File: config.mk
export PLATFORM = sky130hd
export DESIGN_NAME = addsub_serial_unit
export DESIGN_NICKNAME = d
export VERILOG_FILES = /design/src/rtl/addsub_serial_unit.sv
export SDC_FILE = /design/constraint.sdc
export NUM_CORES = 1
export LEC_CHECK = 0
export CORE_MARGIN = 4
export CORE_UTILIZATION = 49
export CTS_BUF_LIST = sky130_fd_sc_hd__clkbuf_8
export CTS_CLUSTER_DIAMETER = 150
export CTS_CLUSTER_SIZE = 12
export DETAILED_ROUTE_END_ITERATION = 7
export MAX_ROUTING_LAYER = met4
export PLACE_DENSITY = 0.78
export SLEW_MARGIN = 30
export SYNTH_ARGS = -nofsm -noshare
export SYNTH_HDL_FRONTEND = slang
export SYNTH_SLANG_ARGS = --single-unit
File: constraint.sdc
create_clock -name CLK -period 1.9 [get_ports CLK]
set_input_delay 0.285 -clock CLK [delete_from_list [all_inputs] [get_ports CLK]]
set_output_delay 0.285 -clock CLK [all_outputs]
set_load 0.02 [all_outputs]
File: src/rtl/addsub_serial_unit.sv
// ---------------------------------------------------------------------------
// addsub_serial_unit
//
// Two's-complement add / subtract / accumulate unit with registered operands.
// The arithmetic is digit-serial: DIGIT_W bits are summed per clock, LSB
// first, so an operation takes STEPS = WIDTH/DIGIT_W clocks after start.
// Signed overflow, unsigned carry-out, a sticky overflow flag and optional
// saturation of the result are provided.
//
// Ports
//   CLK        clock, rising edge
//   RST        asynchronous active-high reset
//   data_in    operand data for loads
//   load_a     capture data_in into A (IDLE only)
//   load_b     capture data_in into B (IDLE only)
//   op         00 ADD A+B, 01 SUB A-B, 10 ACC result+B, 11 ACCSUB result-B
//   start      begin an operation (IDLE only)
//   clr_ovf    clear the sticky overflow flag
//   busy       high while the serial calculation runs
//   done       one-cycle pulse when result/flags update
//   result     last completed result
//   carry_out  unsigned carry of last operation (SUB: 1 = no borrow)
//   overflow   signed overflow of last operation
//   ovf_sticky set by any overflow since the last clear or reset
//   reg_a      current A register
//   reg_b      current B register
// ---------------------------------------------------------------------------
module addsub_serial_unit #(
    parameter int WIDTH    = 8,
    parameter int DIGIT_W  = 2,
    parameter int SATURATE = 0
) (
    input  logic             CLK,
    input  logic             RST,
    input  logic [WIDTH-1:0] data_in,
    input  logic             load_a,
    input  logic             load_b,
    input  logic [1:0]       op,
    input  logic             start,
    input  logic             clr_ovf,
    output logic             busy,
    output logic             done,
    output logic [WIDTH-1:0] result,
    output logic             carry_out,
    output logic             overflow,
    output logic             ovf_sticky,
    output logic [WIDTH-1:0] reg_a,
    output logic [WIDTH-1:0] reg_b
);

    localparam int STEPS = WIDTH / DIGIT_W;
    localparam int CNT_W = (STEPS > 1) ? $clog2(STEPS) : 1;
    localparam logic [CNT_W-1:0] LAST_STEP = CNT_W'(STEPS - 1);

    typedef enum logic [0:0] {
        ST_IDLE = 1'b0,
        ST_CALC = 1'b1
    } state_t;

    // One digit of the ripple sum: DIGIT_W result bits plus the carry out.
    function automatic logic [DIGIT_W:0] digit_add(
        input logic [DIGIT_W-1:0] xd,
        input logic [DIGIT_W-1:0] yd,
        input logic               cin
    );
        digit_add = {1'b0, xd} + {1'b0, yd} + {{DIGIT_W{1'b0}}, cin};
    endfunction

    // Clamp value for a signed overflow; the sign of X gives the direction.
    function automatic logic [WIDTH-1:0] saturate_value(input logic neg);
        saturate_value = neg ? {1'b1, {(WIDTH-1){1'b0}}}
                             : {1'b0, {(WIDTH-1){1'b1}}};
    endfunction

    state_t             state_r;
    logic [WIDTH-1:0]   a_r;
    logic [WIDTH-1:0]   b_r;
    logic [WIDTH-1:0]   x_r;         // X operand, shifted right one digit per step
    logic [WIDTH-1:0]   y_r;         // Y operand (already inverted for subtract)
    logic [WIDTH-1:0]   sum_r;       // partial sum, digits enter at the top
    logic               carry_r;
    logic [CNT_W-1:0]   step_r;
    logic               x_msb_r;     // operand sign bits kept for overflow
    logic               y_msb_r;
    logic               busy_r;
    logic               done_r;
    logic [WIDTH-1:0]   result_r;
    logic               carry_out_r;
    logic               overflow_r;
    logic               ovf_sticky_r;

    logic [DIGIT_W:0]   digit_s;
    logic [WIDTH-1:0]   sum_next_s;
    logic               ovf_s;
    logic [WIDTH-1:0]   final_s;
    logic               last_step_s;
    logic [WIDTH-1:0]   x_start_s;
    logic [WIDTH-1:0]   y_start_s;

    // Operand selection at the start edge.
    always_comb begin
        x_start_s = op[1] ? result_r : a_r;
        y_start_s = op[0] ? ~b_r : b_r;
    end

    // Current digit sum, next partial sum and the finishing values.
    always_comb begin
        digit_s     = digit_add(x_r[DIGIT_W-1:0], y_r[DIGIT_W-1:0], carry_r);
        // After STEPS shifts the first digit has reached bit 0.
        sum_next_s  = (sum_r >> DIGIT_W)
                    | (WIDTH'(digit_s[DIGIT_W-1:0]) << (WIDTH - DIGIT_W));
        ovf_s       = (x_msb_r == y_msb_r) && (sum_next_s[WIDTH-1] != x_msb_r);
        last_step_s = (state_r == ST_CALC) && (step_r == LAST_STEP);
        if ((SATURATE != 0) && ovf_s) begin
            final_s = saturate_value(x_msb_r);
        end else begin
            final_s = sum_next_s;
        end
    end

    // Control FSM, operand registers, serial datapath and result flags.
    always_ff @(posedge CLK or posedge RST) begin
        if (RST) begin
            state_r      <= ST_IDLE;
            a_r          <= '0;
            b_r          <= '0;
            x_r          <= '0;
            y_r          <= '0;
            sum_r        <= '0;
            carry_r      <= 1'b0;
            step_r       <= '0;
            x_msb_r      <= 1'b0;
            y_msb_r      <= 1'b0;
            busy_r       <= 1'b0;
            done_r       <= 1'b0;
            result_r     <= '0;
            carry_out_r  <= 1'b0;
            overflow_r   <= 1'b0;
            ovf_sticky_r <= 1'b0;
        end else begin
            done_r <= 1'b0;
            case (state_r)
                ST_IDLE: begin
                    // Loads and start share the edge: start sees the old A/B.
                    if (load_a) begin
                        a_r <= data_in;
                    end
                    if (load_b) begin
                        b_r <= data_in;
                    end
                    if (start) begin
                        x_r     <= x_start_s;
                        y_r     <= y_start_s;
                        x_msb_r <= x_start_s[WIDTH-1];
                        y_msb_r <= y_start_s[WIDTH-1];
                        carry_r <= op[0];
                        sum_r   <= '0;
                        step_r  <= '0;
                        busy_r  <= 1'b1;
                        state_r <= ST_CALC;
                    end
                end
                ST_CALC: begin
                    x_r     <= x_r >> DIGIT_W;
                    y_r     <= y_r >> DIGIT_W;
                    sum_r   <= sum_next_s;
                    carry_r <= digit_s[DIGIT_W];
                    if (last_step_s) begin
                        result_r    <= final_s;
                        carry_out_r <= digit_s[DIGIT_W];
                        overflow_r  <= ovf_s;
                        done_r      <= 1'b1;
                        busy_r      <= 1'b0;
                        step_r      <= '0;
                        state_r     <= ST_IDLE;
                    end else begin
                        step_r <= step_r + CNT_W'(1);
                    end
                end
                default: begin
                    busy_r  <= 1'b0;
                    state_r <= ST_IDLE;
                end
            endcase
            // A fresh overflow wins over a simultaneous clear.
            if (last_step_s && ovf_s) begin
                ovf_sticky_r <= 1'b1;
            end else if (clr_ovf) begin
                ovf_sticky_r <= 1'b0;
            end else begin
                ovf_sticky_r <= ovf_sticky_r;
            end
        end
    end

    assign busy       = busy_r;
    assign done       = done_r;
    assign result     = result_r;
    assign carry_out  = carry_out_r;
    assign overflow   = overflow_r;
    assign ovf_sticky = ovf_sticky_r;
    assign reg_a      = a_r;
    assign reg_b      = b_r;

endmodule

# ---- Word level (Yosys, flattened, before mapping)
# Index checks and enable logic that the tools add are counted.
dict set report op_classes {
  add_sub_neg 3
  bitwise 3
  reduce_logical 9
  eq_ne 5
  muxes 23
}
# cell n
set op_table {}
lappend op_table {{case mux 8 bit (2 select lines)} 3}
lappend op_table {{two-way mux 8 bit} 5}
lappend op_table {{AND reduction 2 bit} 5}
lappend op_table {{two-way mux 1 bit} 9}
lappend op_table {{NOT 8 bit} 1}
lappend op_table {{OR 6 x 8 -> 8 bit} 1}
lappend op_table {{case mux 1 bit (2 select lines)} 3}
lappend op_table {{two-way mux 2 bit} 2}
lappend op_table {{case mux 2 bit (2 select lines)} 1}
lappend op_table {{adder 2 x 2 -> 3 bit} 1}
lappend op_table {{adder 3 x 1 -> 3 bit} 1}
lappend op_table {{logical AND 1 bit} 3}
lappend op_table {{adder 2 x 1 -> 2 bit (second input constant)} 1}
lappend op_table {{equality test 2 bit (second input constant)} 1}
lappend op_table {{!= test 2 x 1 -> 1 bit (second input constant)} 1}
lappend op_table {{!= test 2 bit (second input constant)} 1}
lappend op_table {{nonzero test 2 bit} 1}
lappend op_table {{equality test 1 bit} 1}
lappend op_table {{!= test 1 bit} 1}
lappend op_table {{NOT 1 bit} 1}
dict set report word_totals {
  wordCells 59
  ff_bits 59
  input_bits 16
  out_inout_bits 29
}

# ---- Depth between registers and ports, before layout
# Gate-level depths: netlist of run 1.
dict set report depth {
  depth_word 7
  ltp_mapped 5
  depth_no_buf 5
}

# ---- Least setup slack after synthesis of run 1
# OpenSTA, ideal clock, no wires.
dict set report synth_timing {
  kind {register to register}
  start {register x_r[0]}
  end {register overflow_r, in the netlist overflow}
  setup_time_ns 0.083
  path_buffers 0
  required_time_ns 1.817
  synth_period_minus_slack_ns 1.774
  t_arrival_ns 1.692
  path_slack_ns 0.126
  stages_incl_launch_ff 6
  path_cell_list {dfrtp_1 fa_1 fa_1 nor3b_1 a21oi_1 o21ai_0}
}
dict set report synth_between {
  elab_chain_len 5
}
# item line
set synth_lines {}
lappend synth_lines {{from (decl)} 78} ;# logic [WIDTH-1:0] x_r;
lappend synth_lines {{from (signal assigned)} 152} ;# x_r <= x_start_s;
lappend synth_lines {{from (signal assigned)} 164} ;# x_r <= x_r >> DIGIT_W;
lappend synth_lines {{adder 2 x 2 -> 3 bit} 66} ;# digit_add = {1'b0, xd} + {1'b0, yd} + {{DIGIT_W{1'b0}}, cin};
lappend synth_lines {{adder 3 x 1 -> 3 bit} 66}
lappend synth_lines {{via digit_s[1]} 92} ;# logic [DIGIT_W:0] digit_s;
lappend synth_lines {{OR 6 x 8 -> 8 bit} 111} ;# | (WIDTH'(digit_s[DIGIT_W-1:0]) << (WIDTH - DIGIT_W));
lappend synth_lines {{!= test 1 bit} 112} ;# ovf_s = (x_msb_r == y_msb_r) && (sum_next_s[WIDTH-1] != x_msb_r);
lappend synth_lines {{logical AND 1 bit} 112}
lappend synth_lines {{to (signal assigned)} 171} ;# overflow_r <= ovf_s;
lappend synth_lines {{to (decl)} 89} ;# logic overflow_r;
# The timed path passes the listed nets, and every way through them passes these cells.
# A chain may end at the register's enable or synchronous reset.

# ---- Worst setup path in the final report of run 1
# Same ends and word-level chain as after synthesis.

==> results summary, run 1 <==
The signal on the critical path passes through fa_2 > fa_2 > nor3b_4 > a21oi_2 > o21ai_1. STA classifies the critical path endpoint as a register. The cell that appears most often on the critical path is fa_2.

The required time of the critical path came out at 2.16 ns. STA classifies the critical path startpoint as a register. The count of flip-flops with a built-in enable after synthesis is 0. The period utilization is 96.5%. After synthesis, the largest family of logic cells by area is multiplexers. The number of top-level pins is 45. The delay of the slowest cell on the worst path is 0.57 ns. The remaining global-route overflow came out at 0. The setup path with the least slack is of type register to register. Buffers inserted to repair hold after CTS numbered 0. The total count of hold-check failures in the final report came out at 0.

The post-detailed-placement half-perimeter wirelength came out at 3400 microns. The number of buffers added on ports came out at 44. In this run the deepest clock path goes through 2 buffers. The internal power of the cells totals 3830 uW. The number of global-route vias before repair came to 1719.

The area growth from synthesis to final layout came out at 28.5%. The minimum hold slack came out at 0.316 ns. For this run, the top clock speed supported by timing is 0.545 GHz. The floorplan step defined a die boundary enclosing 6400 sq um. The synthesized-area fraction occupied by adder cells came out at 2.07%. The post-synthesis xor/xnor area fraction came out at 2.76%. In this run the biggest area consumer among cell types represents 56.1% of the synthesized area. The first-pass GRT wire length came out at 8400 microns. The count of cells along the worst register-to-register path is 5. In the synthesized netlist the dominant register cell turns out to be dfrtp_1. The share of synthesized registers carrying an async set or reset came out at 100%.

Setup repair after global routing could not meet its margin everywhere. The total number of nets in the final design is 265. The synthesized design spends more area on one cell type than any other, namely dfrtp_1. The sequential share of power is 38.2%. The clock transition time at the flip-flop clock pins of the worst setup and hold paths came out at 0.06 ns.

The average instance in the mapped netlist occupies 12.8 sq um. The global routing usage summed across all routing layers came out at 18.1%. The clock insertion delay at the later pin of the skew report is 0.33 ns. The pin count of the biggest net entering global routing came out at 58.

The cell sitting at the root of the clock tree is a clkbuf_8. The slew at the pin with the worst max-slew slack came out at 0.500 ns. The count of cell instances traversed by the critical path is 5.

The net switching power is 2090 uW. The arrival time reported for the critical path endpoint came out at 2.09 ns. The standby leakage power came out at 0.00154 uW. The worst hold path class is primary input to async pin. For this design, the sink count on the clock tree is 57. The number of synthesized register bits is 57.

The logic gate share of total power came out at 42.3%. Among cell families on the critical path, the largest total delay comes from adder cells. The worst path in the final design needs a cycle of 1.83 ns, including I/O delays and setup.

The area fraction in and, or, nand and nor cells after synthesis came out at 6.89%. In this run the power density over the cells is 1810 nW/um^2. The fraction of power spent switching nets came out at 35.3%.

The run finished with clean final reports. The slowest stage of the critical path is the fa_2 cell. The number of clock buffers inserted by TritonCTS is 9.

Summing every instance area after synthesis gives 2540 sq um. The maximum clock skew at final layout is 0.00413 ns. The count of yosys warnings during synthesis is 0. The number of antenna violations at the first check in global routing came out at 0. In this run the worst path has a maximum fanout of 4. For this configuration, the core starts out at a cell density of 52.1%. The compound-cell area share of the yosys netlist came out at 9.11%. Ranked by total cell area, the synthesized netlist is headed by dfrtp_1 (56%), mux2_2 (8.0%), mux2i_1 (5.9%).

The number of DRC markers in iteration 0 is 62. The fraction of layout cells with a size suffix above 1 is 21.1%. The fraction of the yosys area taken by sequential cells came out at 56.1%. The share of total power dissipated in the clock network is 19.5%. In the synthesized netlist, the number of instances is 199.

Measured along the y axis, the die boundary spans 80.0 microns. In this run the number of H-tree levels came out at 3. The number of violations of the max-capacitance limit is 0.

At the end of routability-driven placement, the weighted congestion stood at 0.783. The detail route stage leaves a number of antenna-violating nets equal to 0. The overall power is 5920 uW. The maximum vdd drop came out at 0.981 mV.

The worst slew margin relative to its limit is 66.5%. The final routed wire length divided by cell count came out at 15.5 microns. The per-cell via count in the routed design is 5.19. The synthesized netlist net count came out at 218.

The final number of setup-violating endpoints came out at 0. The final count of pins violating max slew is 0. The total number of placement rows is 25. The unique cell type count in the Yosys netlist is 27.

The remaining routing DRC violations is 0. The routed layout has 1652 vias. The core area is 4880 sq um. The number of detailed-route iterations in the first pass came out at 4. The CTS tree is built. The final wirelength is 4940 microns. The worst path buffer plus inverter count came out at 0.

Multiplexer cells account for 18.6% of the synthesized area. The antenna diode count is 0. The die outline width is 80.0 microns. The fraction of the core area covered by cells at the end of the flow came out at 66.9%.
[worst reg2reg max path, cell delays in order (launching register included)]
cell	delay, ns
dfrtp_1	0.40
fa_2	0.40
fa_2	0.57
nor3b_4	0.19
a21oi_2	0.06
o21ai_1	0.13
[power groups by stage]
| stage | sequential (uW) | combinational, uW | clock (uW) |
|---|---|---|---|
| global route | 2350 | 2730 | 1240 |
| global placement | 2240 | 2400 | 0 |
| finish | 2260 | 2500 | 1160 |
| floorplan | 2480 | 1290 | 0 |
| CTS | 2250 | 2500 | 1180 |
| detailed placement | 2260 | 2460 | 0 |
[Yosys cell counts, types with 2 or more instances]
master    number
a211oi_1      10
a21o_1         6
a22o_1         3
buf_2          6
buf_4          4
buf_6          3
dfrtp_1       57
fa_1           2
inv_1          4
mux2_2        18
mux2_4         8
mux2i_1       15
nand2_1       16
nand2b_1       4
nor2_1        12
nor2b_1        2
o21ai_0       13
xnor2_1        2
xor2_1         6
[metal layers]
layer | track usage (%) | vias up | routed length [microns] | part of all wire, %
li1 | - | 786 | - | -
met1 | 23.4 | 815 | 2310 | 47
met4 | 10.1 | 0 | 139 | 2.8
met3 | 3.72 | 12 | 204 | 4.1
met2 | 26.7 | 39 | 2290 | 46
met5 | - | - | 0 | 0
[state kept, by name (all words and copies together) (netlist names), 2 cells and up]
| name | flops |
|---|---|
| x_r | 8 |
| result | 8 |
| sum_r | 6 |
| y_r | 8 |
| reg_a | 8 |
| step_r | 2 |
| reg_b | 8 |
[per-stage QoR]
stage	cells	instance area, sq um	setup slack [ns]	setup TNS [ns]
final	318	3270	0.0663	0
after global placement	302	3040	0.0629	0
after CTS	318	3260	0.0417	0
after global routing	318	3270	-0.0345	-0.0631
after detailed placement	302	3040	0.0434	0
after floorplan	199	2540	0.126	0
[cell usage in the layout, fill, tap and decap left out, drive strengths merged]
master and instances:
dfrtp 57, clkdlybuf4s50 44, mux2 26, nand2 17, mux2i 15, o21ai 13
nor2 12, clkbuf 12, a211oi 10, a21o 6, xor2 6, inv 6
buf 6, nand2b 5, a22o 3, nor2b 2, xnor2 2, fa 2
nor3b 1, a21oi 1, o22ai 1, o32ai 1, ha 1, bufinv 1
clkinv 1
[worst paths after layout]
| kind | start | to | slack, ns |
|---|---|---|---|
| max in group asynchronous | RST | reg_a[3] | 1.33 |
| max | x_r[0] | overflow | 0.07 |
| max reg2reg | x_r[0] | overflow | 0.07 |
| min in group CLK | busy | busy | 0.48 |
| min | RST | reg_b[6] | 0.32 |
| min reg2reg | busy | busy | 0.48 |
[what timing repair did]
action                                  4_1_cts  5_1_grt
resized for setup                             4        2
gates cloned                                  0        0
pin swaps                                     1        1
buffers inserted                              0        0
endpoints found under the setup margin        1        2
[logic make-up after synthesis]
logic type,count (synthesis)
AOI/OAI and AO/OA,35
muxes,41
buffers and inverters,18
adders and majority gates,3
and+or+nand+nor,37
xor gates and xnor gates,8
DFF,57
[cell type report]
type                            count  area [sq um]
Timing Repair Buffer               50           510
Multi-Input combinational cell    124          1020
Clock inverter                      4          42.5
Tap cell                           67          83.8
Sequential cell                    57          1430
Fill cell                         384          1610
Clock buffer                       12           165
Inverter                            4          15.0
Power figures use the tool's default switching activity.
==> run 2, diff against run 1 <==
SLEW_MARGIN = not set   (was 30)
==> results of run 2 <==
No change in the layout: final DEF, timing and power equal those of run 1.
